[src/rtl/chip_bus_pkg.sv]
// Shared types and defaults for the chip-RAM bus arbiter.
package chip_bus_pkg;

    localparam int DEF_NREQ        = 4;
    localparam int DEF_SLOT_LEN    = 2;
    localparam int DEF_CPU_WAIT    = 2;
    localparam int DEF_MAX_DMA_RUN = 3;

    typedef enum logic [2:0] {
        ST_IDLE,
        ST_RFSH,
        ST_DMA,
        ST_CPU_WAIT,
        ST_CPU_ACK
    } arb_state_e;

    // Width of a counter that must hold values 0..max_val.
    function automatic int cnt_width(input int max_val);
        return $clog2(max_val) + 1;
    endfunction

endpackage

[src/rtl/chip_bus_arbiter_rr_picker.sv]
// Combinational round-robin picker: first requester strictly after ptr wins.
module rr_picker #(
    parameter int NREQ = 4
) (
    input  logic [NREQ-1:0]         req,
    input  logic [$clog2(NREQ)-1:0] ptr,
    output logic [NREQ-1:0]         sel,
    output logic                    any
);

    localparam int PW = $clog2(NREQ);

    logic [PW-1:0] idx;

    always_comb begin
        sel = '0;
        any = 1'b0;
        idx = '0;
        for (int i = 1; i <= NREQ; i++) begin
            idx = PW'((int'(ptr) + i) % NREQ);
            if (!any && req[idx]) begin
                sel[idx] = 1'b1;
                any      = 1'b1;
            end
        end
    end

endmodule

[src/rtl/chip_bus_arbiter.sv]
// Chip-RAM bus arbiter: refresh, CPU and round-robin DMA in fixed slots,
// with a starvation limit that forces the CPU in after a run of DMA grants.
module chip_bus_arbiter
    import chip_bus_pkg::*;
#(
    parameter int NREQ        = DEF_NREQ,
    parameter int SLOT_LEN    = DEF_SLOT_LEN,
    parameter int CPU_WAIT    = DEF_CPU_WAIT,
    parameter int MAX_DMA_RUN = DEF_MAX_DMA_RUN
) (
    input  logic            clk,
    input  logic            reset,
    input  logic            rfsh_req,
    output logic            rfsh_gnt,
    input  logic [NREQ-1:0] dma_req,
    output logic [NREQ-1:0] dma_gnt,
    input  logic            cpu_as_n,
    output logic            cpu_gnt,
    output logic            cpu_dtack_n
);

    localparam int PW = $clog2(NREQ);
    localparam int SW = cnt_width(SLOT_LEN);
    localparam int WW = cnt_width(CPU_WAIT);
    localparam int RW = cnt_width(MAX_DMA_RUN);

    arb_state_e      state_q, state_d;
    logic [SW-1:0]   slot_cnt_q, slot_cnt_d;
    logic [WW-1:0]   wait_cnt_q, wait_cnt_d;
    logic [RW-1:0]   run_cnt_q, run_cnt_d;
    logic [PW-1:0]   ptr_q, ptr_d;
    logic            rfsh_gnt_q, rfsh_gnt_d;
    logic [NREQ-1:0] dma_gnt_q, dma_gnt_d;
    logic            cpu_gnt_q, cpu_gnt_d;
    logic            cpu_dtack_n_q, cpu_dtack_n_d;

    logic [NREQ-1:0] pick_sel;
    logic            pick_any;
    logic [PW-1:0]   pick_idx;
    logic            run_full;

    rr_picker #(.NREQ(NREQ)) u_picker (
        .req (dma_req),
        .ptr (ptr_q),
        .sel (pick_sel),
        .any (pick_any)
    );

    always_comb begin
        pick_idx = '0;
        for (int i = 0; i < NREQ; i++) begin
            if (pick_sel[i]) pick_idx = PW'(i);
        end
    end

    assign run_full = (run_cnt_q == RW'(MAX_DMA_RUN));

    always_comb begin
        state_d    = state_q;
        slot_cnt_d = slot_cnt_q;
        wait_cnt_d = wait_cnt_q;
        run_cnt_d  = run_cnt_q;
        ptr_d      = ptr_q;
        dma_gnt_d  = dma_gnt_q;

        unique case (state_q)
            ST_IDLE: begin
                if (rfsh_req) begin
                    state_d    = ST_RFSH;
                    slot_cnt_d = SW'(SLOT_LEN - 1);
                end else if (!cpu_as_n && (!pick_any || run_full)) begin
                    state_d    = ST_CPU_WAIT;
                    wait_cnt_d = WW'(CPU_WAIT - 1);
                    run_cnt_d  = '0;
                end else if (pick_any) begin
                    state_d    = ST_DMA;
                    slot_cnt_d = SW'(SLOT_LEN - 1);
                    ptr_d      = pick_idx;
                    dma_gnt_d  = pick_sel;
                    if (!cpu_as_n && !run_full) run_cnt_d = run_cnt_q + RW'(1);
                end
            end
            ST_RFSH, ST_DMA: begin
                // Slot length is fixed; request changes are ignored until it ends.
                if (slot_cnt_q == '0) state_d = ST_IDLE;
                else                  slot_cnt_d = slot_cnt_q - SW'(1);
            end
            ST_CPU_WAIT: begin
                if (cpu_as_n)              state_d = ST_IDLE;
                else if (wait_cnt_q == '0) state_d = ST_CPU_ACK;
                else                       wait_cnt_d = wait_cnt_q - WW'(1);
            end
            ST_CPU_ACK: begin
                if (cpu_as_n) state_d = ST_IDLE;
            end
            default: state_d = ST_IDLE;
        endcase

        // The CPU releasing its strobe ends any starvation episode.
        if (cpu_as_n) run_cnt_d = '0;

        if (state_d != ST_DMA) dma_gnt_d = '0;
        rfsh_gnt_d    = (state_d == ST_RFSH);
        cpu_gnt_d     = (state_d == ST_CPU_WAIT) || (state_d == ST_CPU_ACK);
        cpu_dtack_n_d = (state_d != ST_CPU_ACK);
    end

    always_ff @(posedge clk) begin
        if (reset) begin
            state_q       <= ST_IDLE;
            slot_cnt_q    <= '0;
            wait_cnt_q    <= '0;
            run_cnt_q     <= '0;
            ptr_q         <= PW'(NREQ - 1);
            rfsh_gnt_q    <= 1'b0;
            dma_gnt_q     <= '0;
            cpu_gnt_q     <= 1'b0;
            cpu_dtack_n_q <= 1'b1;
        end else begin
            state_q       <= state_d;
            slot_cnt_q    <= slot_cnt_d;
            wait_cnt_q    <= wait_cnt_d;
            run_cnt_q     <= run_cnt_d;
            ptr_q         <= ptr_d;
            rfsh_gnt_q    <= rfsh_gnt_d;
            dma_gnt_q     <= dma_gnt_d;
            cpu_gnt_q     <= cpu_gnt_d;
            cpu_dtack_n_q <= cpu_dtack_n_d;
        end
    end

    assign rfsh_gnt    = rfsh_gnt_q;
    assign dma_gnt     = dma_gnt_q;
    assign cpu_gnt     = cpu_gnt_q;
    assign cpu_dtack_n = cpu_dtack_n_q;

endmodule

[config.mk]
export PLATFORM = sky130hd
export DESIGN_NAME = chip_bus_arbiter
export DESIGN_NICKNAME = d
export VERILOG_FILES = /design/src/rtl/chip_bus_pkg.sv /design/src/rtl/chip_bus_arbiter_rr_picker.sv /design/src/rtl/chip_bus_arbiter.sv
export SDC_FILE = /design/constraint.sdc
export NUM_CORES = 1
export LEC_CHECK = 0
export ABC_AREA = 1
export CAP_MARGIN = 25
export CORE_UTILIZATION = 50
export DETAILED_ROUTE_END_ITERATION = 10
export GPL_TIMING_DRIVEN = 0
export PLACE_DENSITY_LB_ADDON = 0.3
export SETUP_SLACK_MARGIN = 0.4
export SLEW_MARGIN = 10
export SYNTH_ARGS = -nofsm -noshare
export SYNTH_HDL_FRONTEND = slang
export SYNTH_SLANG_ARGS = --single-unit
[constraint.sdc]
create_clock -name clk -period 1.83 [get_ports clk]
set_input_delay 0.4575 -clock clk [delete_from_list [all_inputs] [get_ports clk]]
set_output_delay 0.4575 -clock clk [all_outputs]
set_load 0.005 [all_outputs]
After elaboration in Yosys (flattened, before gate mapping)
Index checks and enable logic that the tools add are counted.

word-level totals
  input port bits = 8
  output and inout port bits = 7
  logic and storage cells = 125
  flip-flop bits (word level) = 19

operators by class
  $add $sub $neg = 7
  equal/unequal tests = 17
  bitwise operators = 5
  $lt $le $gt $ge = 8
  reduce and logical (&&, ||, !) cells = 31
  muxes and demuxes = 48

operators with widths
  operator                                                           number
  two-way mux 3 bit                                                  10
  two-way mux 2 bit                                                  10
  two-way mux 4 bit                                                  4
  two-way mux 1 bit                                                  13
  equality test 3 x 2 -> 1 bit, second input constant                4
  < comparator 2 x 3 -> 1 bit, second input constant                 4
  bitwise OR 4 bit                                                   3
  case mux 3 bit (4 select lines)                                    1
  AND reduction 4 bit                                                3
  inequality test 2 bit, second input constant                       5
  logical AND 1 bit                                                  9
  inequality test 3 bit, second input constant                       3
  binary-select mux 1 bit (select 2 bit)                             4
  demux 1 bit (select 2 bit)                                         4
  greater-or-equal comparator 2 x 1 -> 1 bit, second input constant  4
  case mux 2 bit (2 select lines)                                    2
  nonzero test 2 bit                                                 4
  equality test 3 x 1 -> 1 bit, second input constant                2
  equality test 3 bit, second input constant                         2
  logical NOT 1 bit                                                  6
  OR reduction 2 bit                                                 3
  AND reduction 5 bit                                                1
  adder 2 x 1 -> 2 bit, second input constant                        2
  adder 2 bit, second input constant                                 2
  other kinds (7)                                                    11

Depth between registers and ports, before layout
  word-level depth = 21
  gate-level depth with buffers = 13
  depth with buffers taken out = 13

Cells and area by module
From an unflattened synthesis, not the netlist that was laid out.

unflattened totals
  cells, all modules = 215
  area, all modules = 1423.9 um^2

modules (own cells, without submodules)
  module            times used  cells an instance  sequential area each (um^2)  area each (um^2)
  chip_bus_arbiter  1           135                380.4                        972.2
  rr_picker         1           80                 0.0                          451.7

Least setup slack after synthesis
Ideal clock, no wire load.

  path type = reg2reg
  from = reg ptr_q[0]
  to = reg wait_cnt_q[0]
  setup slack = -0.140 ns
  required time = 1.713 ns
  path buffers = 0
  stages on the path, launching flop included = 13
  arrival time = 1.854 ns
  period minus slack after synthesis = 1.970 ns
  library setup time = 0.117 ns
  cell sequence = dfxtp_1 -> inv_2 -> ha_1 -> inv_1 -> nand3_2 -> nand2_4 -> nand4_4 -> nand2_2 -> nand2_2 -> nand2_2 -> nand2_2 -> nor3_1 -> nor2_1

between the ends
  word-level cells in the longest chain between the ends = 18
  elaborated cells on any way between the ends = 27
  classes of those cells = add/sub (4); eq/ne (1); mux (12); reduce/logical (10)

RTL lines
  what                                        line                              RTL
  start, declared                             chip_bus_arbiter.sv:31            logic [PW-1:0] ptr_q, ptr_d;
  start signal, assigned                      chip_bus_arbiter.sv:114           ptr_q <= PW'(NREQ - 1);
  start signal, assigned                      chip_bus_arbiter.sv:124           ptr_q <= ptr_d;
  adder 2 x 1 -> 2 bit                        chip_bus_arbiter_rr_picker.sv:20  idx = PW'((int'(ptr) + i) % NREQ);
  binary-select mux 1 bit (select 2 bit)      chip_bus_arbiter_rr_picker.sv:21  if (!any && req[idx]) begin
  two-way mux 1 bit (implied by the code)     chip_bus_arbiter_rr_picker.sv:21
  two-way mux 1 bit                           chip_bus_arbiter_rr_picker.sv:21
  logical NOT 1 bit                           chip_bus_arbiter_rr_picker.sv:21
  logical AND 1 bit                           chip_bus_arbiter_rr_picker.sv:21
  two-way mux 1 bit                           chip_bus_arbiter_rr_picker.sv:21
  logical NOT 1 bit                           chip_bus_arbiter_rr_picker.sv:21
  [2 not listed]                              n/a
  logical NOT 1 bit                           chip_bus_arbiter_rr_picker.sv:21
  logical AND 1 bit                           chip_bus_arbiter_rr_picker.sv:21
  two-way mux 1 bit (*)                       chip_bus_arbiter_rr_picker.sv:21
  logical NOT 1 bit (*)                       chip_bus_arbiter.sv:71            end else if (!cpu_as_n && (!pick_any || run_full)) begin
  logical OR 1 bit (*)                        chip_bus_arbiter.sv:71
  logical AND 1 bit (*)                       chip_bus_arbiter.sv:71
  inequality test 2 bit (no source line) (*)  n/a
  AND reduction 5 bit (no source line) (*)    n/a
  end signal, assigned                        chip_bus_arbiter.sv:122           wait_cnt_q <= wait_cnt_d;
  end, declared                               chip_bus_arbiter.sv:29            logic [WW-1:0] wait_cnt_q, wait_cnt_d;

Every way passes the cells marked *; elsewhere a longest branch is shown, timed or not. The select of a mux whose other input is x is not followed.
A chain may end at the register's enable or synchronous reset.

Final worst setup path
  from = reg ptr_q[1]
  to = reg wait_cnt_q[0]

The elaborated chain is that of the path after synthesis.

==> flow_metrics.py <==
metrics = {
    "setup_path": {
        "required_ns": 2.03,
        "crit_end": "wait_cnt_q[0]",
        "crit_fanout": 6,
        "start_kind": "flip-flop",
        "r2r-end": "wait_cnt_q[0]",
        "crit_type": "flip-flop to flip-flop",
        "endpoint_kind": "flip-flop",
        "r2r_cells": 12,
        "cp_data_arrival_time_ns": 1.92,
        "r2r_start": "ptr_q[1]",
        "startpoint": "ptr_q[1]",
        "r2r_slack_ns": 0.11,
    },
    "floorplan": {
        "die_w_um": 54.1,
        "core.rowCount": 18,
        "die_y_um": 54.1,
        "start_util_pct": 53.9,
        "pin_count": 15,
        "die_area_um2": 2930,
        "core_um2": 2520,
    },
    "hold_path": {
        "hp-class": "primary input to flip-flop",
    },
    "sta": {
        "max_freq_mhz": 581,
        "relSlewSlack_pct": 77.2,
        "hold_violations": 0,
        "timing.final.crit_share_pct": 94.1,
        "finalSetupViolations": 0,
        "hold_ws_ns": 0.454,
        "rsz0062_at_grt": "true",
        "tightest_slew_ns": 0.340,
        "finClkSkew_ns": 0.00937,
        "period_minus_slack_ns": 1.72,
        "slew_violations": 0,
    },
    "status": {
        "outcome": "complete, no violations",
    },
    "clock_network": {
        "cts_hold_buf": 0,
        "cts.sinks": 19,
        "cts_buffer_depth": 2,
        "clk_pin_slew_worst_paths_ns": 0.11,
        "htreeDepth": 1,
        "cts_tree": "yes",
        "root_buffer": "clkbuf_4",
        "clk_latency_ns": 0.30,
        "numCtsBuffers": 3,
    },
    "pwr": {
        "p_leak_nw": 0.885,
        "irDropWorstVdd_uv": 907,
        "combPwrFrac_pct": 68.4,
        "p_sw_mw": 1.19,
        "seqPwrFrac_pct": 22.9,
        "internal_power_mw": 1.21,
        "sw_frac_of_total_pct": 49.6,
        "power_frac_clock_pct": 8.7,
        "powerDensity_nw_per_um2": 1330,
    },
    "final_layout": {
        "nFillCells": 205,
        "syn_to_final_growth_pct": 33.2,
        "antenna_cells": 0,
        "drive_gt1_share_pct": 34.1,
        "nNetsFinal": 250,
        "fin_area_um2": 1810,
    },
    "synthesis": {
        "synth_top_area_cell": "dfxtp_1",
        "syn-mean-instance-area_um2": 6.76,
        "synth-seq-area-share_pct": 28.0,
        "synth_top_area_share_pct": 28.0,
        "synth_warnings": 0,
        "yosys_register_bits": 19,
        "synthCells": 201,
        "synthTopCellsByArea": "dfxtp_1 28%, ha_1 11%, nand3_1 10%",
        "synthesis.nets": 221,
        "ys_types": 20,
        "synth_area_um2": 1360,
    },
    "global_routing": {
        "grt-ovfl-total": 0,
        "antenna_found_initial": 0,
        "grt_pass1_wl_mm": 4.73,
        "grt_pass1_vias": 1140,
        "grt.total_usage_pct": 22.3,
        "grt_max_degree": 12,
    },
    "drt": {
        "route.detailed.drc": 0,
        "vias_per_cell": 5.27,
        "num_vias": 1364,
        "ant_nets": 0,
        "routed_wl_mm": 3.04,
        "drt_iter0_drc": 14,
        "dr.pass1.iters": 4,
        "routedWlPerCell_um": 11.7,
    },
    "place": {
        "placed_cell_area_um2": 1600,
        "gp_congestion": 0.817,
        "io_buffers": 13,
        "post-dp-hpwl_mm": 2.21,
    },
    "flow_run": {
        "max-cap-violations": 0,
    },
}
power by group through the flow:
stage	Sequential, mW	Clock (mW)	Combinational, mW
after CTS	0.545	0.216	1.51
after detailed placement	0.579	0	1.26
after global routing	0.556	0.238	1.78
after floorplan	0.563	0	1.03
after global placement	0.574	0	1.21
final	0.550	0.210	1.64
per-layer routing:
layer	vias to the layer above	track usage (%)	routed length, um
li1	700	-	-
met1	631	26.6	1330
met2	29	40.4	1590
met3	4	5.08	99
met4	0	3.85	14
met5	-	0	0
registers in the layout, summed over array words and instances (netlist names):
signal	cells
rfsh_gnt	1
run_cnt_q	3
wait_cnt_q	2
cpu_gnt	1
cpu_dtack_n	1
ptr_q	2
state_q	3
dma_gnt	4
slot_cnt_q	2
synthesized netlist by cell type:
library cell and instances:
nand2_1 34, o211ai_4 1, xnor2_1 1, nand4_4 1
a21oi_1 12, o21ai_0 3, nor2_2 6, nor2_1 24
ha_1 12, nor3_1 8, nand2_4 3, nand3_2 2
dfxtp_1 19, inv_1 33, nor2_4 1, inv_2 1
nand4_1 1, buf_2 1, nand2_2 10, nand3_1 28
logic make-up after synthesis:
| logic type | count (synthesis) | synth area share, % |
|---|---|---|
| and+or+nand+nor | 118 | 43.5 |
| DFF | 19 | 28.0 |
| AOI/OAI and AO/OA | 16 | 7.09 |
| adders and majority gates | 12 | 11.0 |
| buffers and inverters | 35 | 9.76 |
| xor gates and xnor gates | 1 | 0.645 |
stage by stage:
stage	utilization, %	TNS, ns	std cells	power (mW)	worst slack [ns]
floorplan	-	0	201	1.60	0.185
global placement	63.3	-2.24	244	1.78	-0.237
detailed placement	63.3	-2.91	244	1.84	-0.300
CTS	69.1	0	258	2.27	0.114
global route	71.8	0	259	2.58	0.00704
finish	71.8	0	259	2.40	0.108
area by class of cell:
| class | instances | area, um2 | share of cell area, % |
|---|---|---|---|
| Multi-Input combinational cell | 147 | 1000 | 55.2 |
| Clock inverter | 1 | 5.00 | 0.276 |
| Timing Repair Buffer | 24 | 199 | 11.0 |
| Buffer | 1 | 5.00 | 0.276 |
| Inverter | 34 | 148 | 8.15 |
| Clock buffer | 3 | 22.5 | 1.24 |
| Tap cell | 30 | 37.5 | 2.07 |
| Sequential cell | 19 | 394 | 21.8 |
critical path, cell delays in order, from the launching register on:
cell and delay [ns]:
dfxtp_4 0.39, inv_6 0.05, ha_4 0.26, inv_4 0.07, nand3_2 0.07, nand2_4 0.11
nand4_4 0.16, nand2_2 0.11, nand2_2 0.07, nand2_2 0.09, nand2_4 0.07, nor3_2 0.11
nor2_1 0.06
worst min path at each step:
stage / start / to / slack (ns) / cells past startpoint
detailed placement: wait_cnt_q[1] / wait_cnt_q[1] / 0.45 / 2
finish: reset / cpu_gnt / 0.45 / 2
global route: reset / cpu_gnt / 0.44 / 2
CTS: reset / cpu_gnt / 0.43 / 2
floorplan: slot_cnt_q[1] / slot_cnt_q[1] / 0.44 / 2
global placement: slot_cnt_q[1] / slot_cnt_q[1] / 0.45 / 2
what timing repair did:
item | in CTS | in global routing
setup buffers | 10 | 1
resized for setup | 29 | 18
setup endpoints to repair | 24 | 18
pin swaps | 15 | 15
placed cells by master, fill, tap and decap left out:
master           count
nand2_1             29
inv_1               28
nand3_1             20
nor2_1              18
nand2_2             12
dfxtp_1             12
dlygate4sd2_1       11
buf_4               11
nor2_2              10
ha_1                10
a21oi_1              9
nand3_2              7
nor3_1               7
nand2_4              6
dfxtp_2              5
nor2_4               3
inv_4                3
nand3_4              3
clkbuf_4             3
a21oi_2              2
o21ai_0              2
clkdlybuf4s50_1      2
dfxtp_4              2
inv_8                1
inv_2                1
inv_6                1
buf_2                1
xnor2_1              1
nand4_4              1
a21oi_4              1
nor3_2               1
o211ai_4             1
o21ai_1              1
nand4_1              1
ha_4                 1
ha_2                 1
clkinv_2             1
(Power assumes the default switching activity.)
